### src/rtl/fetch_unit_pkg.sv
// Shared sizing for the instruction fetch unit: default address/word widths and
// the depth of the fetched-instruction buffer.
package fetch_unit_pkg;

   localparam int FETCH_ADDR_W    = 10;
   localparam int FETCH_WORD_W    = 20;
   localparam int FETCH_BUF_DEPTH = 2;
   localparam int FETCH_CNT_W     = $clog2(FETCH_BUF_DEPTH + 1);

   typedef logic [FETCH_CNT_W-1:0] buf_cnt_t;
   typedef logic [FETCH_CNT_W:0]   credit_t;

endpackage

### src/rtl/fetch_unit_if.sv
// Fetch unit bus: RAM read port, redirect input and instruction valid/ready output.
interface fetch_unit_if
   import fetch_unit_pkg::*;
#(
   parameter int ADDR_W = FETCH_ADDR_W,
   parameter int WORD_W = FETCH_WORD_W
) ();

   logic [ADDR_W-1:0] mem_addr;
   logic              mem_ld;
   logic [WORD_W-1:0] mem_rdata;
   logic              redirect;
   logic [ADDR_W-1:0] redirect_pc;
   logic              inst_valid;
   logic              inst_ready;
   logic [WORD_W-1:0] inst;
   logic [ADDR_W-1:0] inst_pc;

   modport master (
      output mem_addr, mem_ld, inst_valid, inst, inst_pc,
      input  mem_rdata, redirect, redirect_pc, inst_ready
   );

   modport slave (
      input  mem_addr, mem_ld, inst_valid, inst, inst_pc,
      output mem_rdata, redirect, redirect_pc, inst_ready
   );

endinterface

### src/rtl/fetch_buf.sv
// Two-entry {pc,word} FIFO with push, pop, flush and occupancy count.
// Slot 0 is always the head entry.
module fetch_buf
   import fetch_unit_pkg::*;
#(
   parameter int ADDR_W = FETCH_ADDR_W,
   parameter int WORD_W = FETCH_WORD_W
) (
   input  logic              clk,
   input  logic              rst,
   input  logic              flush,
   input  logic              push,
   input  logic              pop,
   input  logic [ADDR_W-1:0] push_pc,
   input  logic [WORD_W-1:0] push_word,
   output buf_cnt_t          count,
   output logic [ADDR_W-1:0] head_pc,
   output logic [WORD_W-1:0] head_word
);

   logic [ADDR_W-1:0] pc_reg   [FETCH_BUF_DEPTH];
   logic [WORD_W-1:0] word_reg [FETCH_BUF_DEPTH];
   buf_cnt_t          count_reg;
   logic              full;
   logic              do_pop;
   logic              do_push;
   buf_cnt_t          wr_slot;

   assign full    = (count_reg == buf_cnt_t'(FETCH_BUF_DEPTH));
   assign do_pop  = pop && (count_reg != '0);
   assign do_push = push && (!full || do_pop);
   assign wr_slot = count_reg - buf_cnt_t'(do_pop);

   always_ff @(posedge clk) begin
      if (rst) begin
         count_reg <= '0;
         for (int i = 0; i < FETCH_BUF_DEPTH; i++) begin
            pc_reg[i]   <= '0;
            word_reg[i] <= '0;
         end
      end else if (flush) begin
         count_reg <= '0;
      end else begin
         // The head only advances when a second entry waits behind it, so an
         // emptied buffer keeps presenting the last instruction.
         if (do_pop && full) begin
            pc_reg[0]   <= pc_reg[1];
            word_reg[0] <= word_reg[1];
         end
         if (do_push) begin
            pc_reg[wr_slot[0]]   <= push_pc;
            word_reg[wr_slot[0]] <= push_word;
         end
         count_reg <= count_reg + buf_cnt_t'(do_push) - buf_cnt_t'(do_pop);
      end
   end

   assign count     = count_reg;
   assign head_pc   = pc_reg[0];
   assign head_word = word_reg[0];

endmodule

### src/rtl/fetch_unit.sv
// Read-only instruction fetch: issues one RAM read per cycle under a credit
// limit, buffers responses with their pc, and flushes on redirect.
module fetch_unit
   import fetch_unit_pkg::*;
#(
   parameter int                ADDR_W   = FETCH_ADDR_W,
   parameter int                WORD_W   = FETCH_WORD_W,
   parameter logic [ADDR_W-1:0] RESET_PC = '0
) (
   input logic          clk,
   input logic          rst,
   fetch_unit_if.master bus
);

   logic [ADDR_W-1:0] fetch_pc_reg;
   logic [ADDR_W-1:0] req_pc_reg;
   logic              inflight_reg;
   buf_cnt_t          count;
   logic [ADDR_W-1:0] head_pc;
   logic [WORD_W-1:0] head_word;
   logic              valid;
   logic              pop;
   logic              push;
   logic              issue;
   credit_t           credit;

   assign valid  = !rst && (count != '0);
   assign pop    = valid && bus.inst_ready;
   // Entries held plus the one in flight, less the one leaving this cycle.
   assign credit = credit_t'(count) + credit_t'(inflight_reg) - credit_t'(pop);
   assign issue  = !rst && !bus.redirect && (credit < credit_t'(FETCH_BUF_DEPTH));
   assign push   = !rst && !bus.redirect && inflight_reg;

   always_ff @(posedge clk) begin
      if (rst) begin
         fetch_pc_reg <= RESET_PC;
         req_pc_reg   <= RESET_PC;
         inflight_reg <= 1'b0;
      end else begin
         inflight_reg <= issue;
         if (bus.redirect) begin
            fetch_pc_reg <= bus.redirect_pc;
         end else if (issue) begin
            fetch_pc_reg <= fetch_pc_reg + ADDR_W'(1);
            req_pc_reg   <= fetch_pc_reg;
         end
      end
   end

   fetch_buf #(
      .ADDR_W (ADDR_W),
      .WORD_W (WORD_W)
   ) u_buf (
      .clk       (clk),
      .rst       (rst),
      .flush     (bus.redirect),
      .push      (push),
      .pop       (pop),
      .push_pc   (req_pc_reg),
      .push_word (bus.mem_rdata),
      .count     (count),
      .head_pc   (head_pc),
      .head_word (head_word)
   );

   assign bus.mem_ld     = issue;
   assign bus.mem_addr   = rst ? RESET_PC : fetch_pc_reg;
   assign bus.inst_valid = valid;
   assign bus.inst       = rst ? '0 : head_word;
   assign bus.inst_pc    = rst ? '0 : head_pc;

endmodule

### src/flat_wrapper.sv
// flat-port wrapper written by rule: the top's interface ports become plain ports
module fetch_unit_flat import fetch_unit_pkg::*;
#(
   parameter int                ADDR_W   = FETCH_ADDR_W,
   parameter int                WORD_W   = FETCH_WORD_W,
   parameter logic [ADDR_W-1:0] RESET_PC = '0
)
  (clk, rst, bus_mem_addr, bus_mem_ld, bus_inst_valid, bus_inst, bus_inst_pc, bus_mem_rdata, bus_redirect, bus_redirect_pc, bus_inst_ready);
  fetch_unit_if #(.ADDR_W(ADDR_W), .WORD_W(WORD_W)) bus_i ();
  input logic clk;
  input logic rst;
  output wire logic [$bits(bus_i.mem_addr)-1:0] bus_mem_addr;
  output wire logic [$bits(bus_i.mem_ld)-1:0] bus_mem_ld;
  output wire logic [$bits(bus_i.inst_valid)-1:0] bus_inst_valid;
  output wire logic [$bits(bus_i.inst)-1:0] bus_inst;
  output wire logic [$bits(bus_i.inst_pc)-1:0] bus_inst_pc;
  input wire logic [$bits(bus_i.mem_rdata)-1:0] bus_mem_rdata;
  input wire logic [$bits(bus_i.redirect)-1:0] bus_redirect;
  input wire logic [$bits(bus_i.redirect_pc)-1:0] bus_redirect_pc;
  input wire logic [$bits(bus_i.inst_ready)-1:0] bus_inst_ready;
  assign bus_mem_addr = bus_i.mem_addr;
  assign bus_mem_ld = bus_i.mem_ld;
  assign bus_inst_valid = bus_i.inst_valid;
  assign bus_inst = bus_i.inst;
  assign bus_inst_pc = bus_i.inst_pc;
  assign bus_i.mem_rdata = bus_mem_rdata;
  assign bus_i.redirect = bus_redirect;
  assign bus_i.redirect_pc = bus_redirect_pc;
  assign bus_i.inst_ready = bus_inst_ready;
  fetch_unit #(.ADDR_W(ADDR_W), .WORD_W(WORD_W), .RESET_PC(RESET_PC)) u_core (.clk(clk), .rst(rst), .bus(bus_i));
endmodule
### config.mk
export PLATFORM = sky130hd
export DESIGN_NAME = fetch_unit_flat
export DESIGN_NICKNAME = d
export VERILOG_FILES = /design/src/rtl/fetch_unit_pkg.sv /design/src/rtl/fetch_unit_if.sv /design/src/rtl/fetch_buf.sv /design/src/rtl/fetch_unit.sv /design/src/flat_wrapper.sv
export SDC_FILE = /design/constraint.sdc
export NUM_CORES = 1
export LEC_CHECK = 0
export ABC_AREA = 1
export CAP_MARGIN = 20
export CORE_ASPECT_RATIO = 0.8
export CORE_MARGIN = 2
export CORE_UTILIZATION = 37
export DETAILED_ROUTE_END_ITERATION = 8
export GPL_ROUTABILITY_DRIVEN = 0
export PLACE_DENSITY_LB_ADDON = 0.2
export SKIP_LAST_GASP = 1
export SLEW_MARGIN = 40
export SYNTH_ARGS = -nofsm -noshare
export SYNTH_HDL_FRONTEND = slang
export SYNTH_SLANG_ARGS = --single-unit
### constraint.sdc
create_clock -name clk -period 12 [get_ports clk]
set_input_delay 3.6 -clock clk [delete_from_list [all_inputs] [get_ports clk]]
set_output_delay 3.6 -clock clk [all_outputs]
set_load 0.005 [all_outputs]
* After elaboration in Yosys (flattened, before gate mapping)
Memory sizes are Yosys's and may differ from the RTL's.
Cells that the tools add are included.
** Operators by class
- $add $sub $neg :: 6
- Reductions and logical operators :: 18
- Bitwise logic cells :: 3
- Equal/unequal tests :: 1
- Order comparisons :: 1
- Multiplexer cells :: 23
** Operators by type and width (number)
- 10-bit 2-to-1 mux :: 6
- 20-bit 2-to-1 mux :: 3
- 20-bit OR reduction :: 1
- 1-bit 2-to-1 mux :: 14
- 10-bit by 1-bit adder with 10-bit output (second input constant) :: 1
- 10-bit OR reduction :: 1
- 1-bit logical AND :: 8
- 2-bit nonzero test :: 2
- 2-bit by 1-bit adder with 3-bit output :: 1
- 1-bit logical NOT :: 3
- 3-bit by 2-bit < comparator with 1-bit output (second input constant) :: 1
- 3-bit by 1-bit subtractor with 3-bit output :: 1
- 2-bit by 1-bit adder with 2-bit output :: 1
- 2-bit == test (second input constant) :: 1
- 1-bit bitwise OR :: 2
- 2-bit AND reduction :: 1
- 2-bit OR reduction :: 1
- 2-bit by 1-bit subtractor with 2-bit output :: 1
- 1-bit logical OR :: 1
- 1-bit inverter :: 1
- 1-bit subtractor :: 1
** Word-level totals
- RAM bits :: 60
- Memories kept :: 2
- Word-level logic and storage cells :: 58
- Output and inout port bits :: 42
- Bits in registers :: 23
- Bits of input ports :: 34
** Memories
- u_core.u_buf.word_reg :: words 2, bits a word 20, rd ports 2, clocked after memory_dff 0, wr ports 2, RTL line fetch_buf.sv:22 : logic [WORD_W-1:0] word_reg [FETCH_BUF_DEPTH];
- u_core.u_buf.pc_reg :: words 2, bits a word 10, rd ports 2, clocked after memory_dff 0, wr ports 2, RTL line fetch_buf.sv:21 : logic [ADDR_W-1:0] pc_reg [FETCH_BUF_DEPTH];

* Depth between registers and ports, before layout
- Depth in word-level cells :: 12
- Gate-level depth with buffers :: 15
- Depth with buffers taken out :: 13

* By module
From an unflattened synthesis, not the netlist that was laid out.
** Second synthesis, totals
- Cells, all modules :: 503
- Area total of the unflattened synthesis :: 4182.8 µm²
** By module, submodules not included
- fetch_buf :: sequential area each 1841.8 µm², times used 1, area an instance 2708.8 µm², cells each 254
- fetch_unit :: sequential area each 420.4 µm², times used 1, area an instance 1473.9 µm², cells each 249

* Least setup slack after synthesis
OpenSTA, ideal clock, no wires.
- Path kind :: input-to-output
- From :: in rst
- To :: out bus_mem_ld
- Data required time :: 8.400 ns
- Arrival time :: 5.774 ns
- Buffers on the path :: 2
- Cell stages on the path :: 8
- Path slack :: 2.626 ns
- Path through :: clkbuf_1 > nor3_4 > clkbuf_1 > ha_1 > or2_2 > fa_1 > xor2_1 > nor2_1
** Between the ends
- Word-level cells in the longest chain between the ends :: 6
- Elaborated cells between the ends (all ways) :: 7
- Classes of those cells :: add/sub (1); order compare (1); reduce/logical (5)
** RTL lines
- start, declared :: RTL line flat_wrapper.sv:11 : input logic rst;
- 1-bit logical NOT * :: RTL line fetch_unit.sv:27, fetch_unit.sv:31
- 1-bit logical AND :: RTL line fetch_unit.sv:27 : assign valid = !rst && (count != '0);
- 1-bit logical AND :: RTL line fetch_unit.sv:28 : assign pop = valid && bus.inst_ready;
- 3-bit by 1-bit subtractor with 3-bit output :: RTL line fetch_unit.sv:30 : assign credit = credit_t'(count) + credit_t'(inflight_reg) - credit_t'(pop);
- 3-bit by 2-bit < comparator with 1-bit output :: RTL line fetch_unit.sv:31 : assign issue = !rst && !bus.redirect && (credit < credit_t'(FETCH_BUF_DEPTH));
- 1-bit logical AND * :: RTL line fetch_unit.sv:31
- end, declared :: RTL line flat_wrapper.sv:13 : output wire logic [$bits(bus_i.mem_ld)-1:0] bus_mem_ld;
Every way passes the cells marked *; elsewhere a longest branch is shown, timed or not.

* Worst setup path after layout
- From :: in bus_inst_ready
- To :: out bus_mem_ld
** Between the ends
- Word-level cells in the longest chain between the ends :: 4
** RTL lines
- start, declared :: RTL line flat_wrapper.sv:20 : input wire logic [$bits(bus_i.inst_ready)-1:0] bus_inst_ready;
- 1-bit logical AND :: RTL line fetch_unit.sv:28
- 3-bit by 1-bit subtractor with 3-bit output :: RTL line fetch_unit.sv:30
- 3-bit by 2-bit < comparator with 1-bit output :: RTL line fetch_unit.sv:31
- 1-bit logical AND :: RTL line fetch_unit.sv:31
Every way passes these cells.

==> out/metrics.csv <==
metric,value,unit
crit_top_cell,clkdlybuf4s50_1,
port_buffers,75,
postCtsHoldBufs,0,
io_pins,76,
drt-initial-drc-count,316,
syn_area,4110,µm²
ys_seq_elements,83,
grt_max_degree,50,
slowest_stage,clkdlybuf4s50_1,
synth_compound_area_frac,0.03988,
skew,0.005542,ns
cts_made_buffers,9,
synth_edf_count,30,
path_max_fanout,34,
post-route-worst-setup-slack,1.524,ns
synth-adder-area-share,0.01705,
drive_above_1_share,0.05093,
n_fill_cell,1086,
dr.pass1.iters,5,
h-tree-depth,3,
swShare,0.2331,
netlist.area_leader.share,0.2581,
cts_buffer_depth,2,
synth.mux.area_fraction,0,
wl_per_cell,12.36,µm
drv_cap,0,
via_count,3659,
syn_to_final_growth,28.83,%
crit_type,in -> out,
intPower,0.0005036,W
syn_nets,624,
initial_utilization,0.3789,
async_flop_share,0,
stdcell_area,5295,µm²
p_switching,0.0001530,W
cts_setup_buffers,0,
cp_top_family,buffers and inverters,
cts-resized-gates,0,
dpl_cell_area,4972,µm²
grt_first_pass_wirelength,16730,µm
start_kind,input port,
cp_slowest_stage_delay,0.60,ns
num_rows,34,
crit_buf_inv,4,
synthFlopType,dfxtp_1,
cts_tree,built,
setup_viol,0,
status,completed,
pwr-share-clk,0.445,
design.core.area,10850,µm²
ys_seq_area_frac,0.4773,
cts.sinks,83,
rsz0062_at_grt,no,
cts-root-buf,clkbuf_16,
seqPwrFrac,0.471,
synth.largest_area_cell,dfxtp_1,
required,8.40,ns
fin_tns_setup,0,ns
dp_hpwl,6386,µm
synth_top_family_by_area,simple AND/OR/NAND/NOR gates,
synthTopCellsByArea,"dfxtp_1 26%, edfxtp_1 22%, nand2_1 15%, nand3_1 9.5%, nor2_1 8.6%",
powerDensity,124.0,nW/µm²
dp_worst_setup_slack,1.471,ns
die_area,11970,µm²
nets,682,
ant_nets,0,
period_share,0.8730,
wl,9791,µm
slew_headroom,0.5572,
hp-class,reg -> reg,
antenna_cells,0,
vdd_ir_drop_max,0.07363,mV
leakagePower,2.376,nW
clk_pin_slew_worst_paths,0.07,ns
grt_pass1_vias,3574,
die_y,98.27,µm
die_w,121.8,µm
track_usage,0.1747,
fmax,95.45,MHz
yosysMostFrequentCell,nand2_1,
synthSimpleGateAreaFrac,0.3382,
synth_xor_area_frac,0.01279,
antenna_found_initial,0,
crit_chain,clkdlybuf4s50_1 -> inv_1 -> nor3_4 -> buf_4 -> ha_1 -> or2_2 -> fa_1 -> xor2_1 -> nor2_1 -> clkdlybuf4s50_1,
end_kind,primary output,
viasPerCell,4.620,
worst_pin_slew,0.6618,ns
largest_reg_flops,40,
grt-ovfl-total,0,
insertion_delay,0.33,ns
drcViolationCount,0,
yosys_warnings,0,
fin_crit,10.48,ns
final_max_slew_viol_count,0,
synthDistinctLibCells,23,
comb_power_share,0.084,
hold_violations,0,
netlist_instances,585,
critPathArrivalTime,6.88,ns
synthTopCellsByCount,"162 x nand2_1, 94 x nor2_1, 85 x inv_1",
syn-mean-instance-area,7.026,µm²
[worst min-delay path: stages, from the launching register on]
cell and delay, ns:
dfxtp_1 0.31, nand3_1 0.07, nand2_1 0.05
[cell type report]
cell class | instances | area, µm² | share of cell area
multi-input cells | 381 | 1708 | 0.3225
inverters | 87 | 326.6 | 0.06167
flip-flops and latches | 83 | 1962 | 0.3705
repair buffers | 81 | 798.3 | 0.1508
clock buffers | 11 | 252.7 | 0.04773
clock inverters | 5 | 67.56 | 0.01276
well taps | 144 | 180.2 | 0.03403
[kinds of logic after synthesis]
| family | Yosys count |
|---|---|
| buf+inv | 121 |
| xor+xnor | 6 |
| compound gates | 31 |
| fa+ha+maj | 5 |
| flops | 83 |
| simple gates | 339 |
[final timing paths]
| check | start | end | slack [ns] | depth (start not counted) |
|---|---|---|---|---|
| worst max register to register | u_core.u_buf.count[1] | u_core.u_buf.word_reg[1][14] | 8.60 | 9 |
| worst min register to register | u_core.req_pc_reg[4] | u_core.u_buf.pc_reg[0][4] | 0.47 | 2 |
| worst min-delay path | u_core.req_pc_reg[4] | u_core.u_buf.pc_reg[0][4] | 0.47 | 2 |
| worst max-delay path | bus_inst_ready | bus_mem_ld | 1.52 | 10 |
[power by group through the flow]
stage          Clock [W]  Combinational, W  Sequential [W]
6_report        0.000293         0.0000550        0.000309
5_1_grt         0.000311         0.0000622        0.000310
4_1_cts         0.000299         0.0000555        0.000309
3_5_place_dp           0         0.0000551        0.000315
3_3_place_gp           0         0.0000542        0.000315
2_1_floorplan          0         0.0000298        0.000313
[stage by stage]
step	power, W	hold WS (ns)	utilization	std cells
after detailed placement	0.0003705	0.4656	0.4584	776
final	0.0006567	0.4700	0.4881	792
after global routing	0.0006838	0.4975	0.4881	792
after CTS	0.0006636	0.4746	0.4879	792
after floorplan	0.0003427	0.4445	-	585
after global placement	0.0003691	0.4618	0.4563	775
[per-layer routing]
| metal | vias up | track usage | wire length, µm |
|---|---|---|---|
| met3 | 5 | 0.04790 | 522 |
| li1 | 1924 | - | - |
| met2 | 90 | 0.2798 | 4507 |
| met1 | 1640 | 0.2332 | 4698 |
| met5 | - | 0 | 0 |
| met4 | 0 | 0.04598 | 61 |
[layout by cell type (no fill, tap or decap), drive strengths merged]
master / n
a21boi: 1
a21oi: 14
a31oi: 1
buf: 7
bufinv: 1
clkbuf: 11
clkdlybuf4s50: 74
clkinv: 2
dfxtp: 53
edfxtp: 30
fa: 1
ha: 4
inv: 89
nand2: 162
nand3: 78
nor2: 94
nor3: 3
o21ai: 14
o21ba: 1
or2: 2
xnor2: 3
xor2: 3
Power figures use the tool's default switching activity.
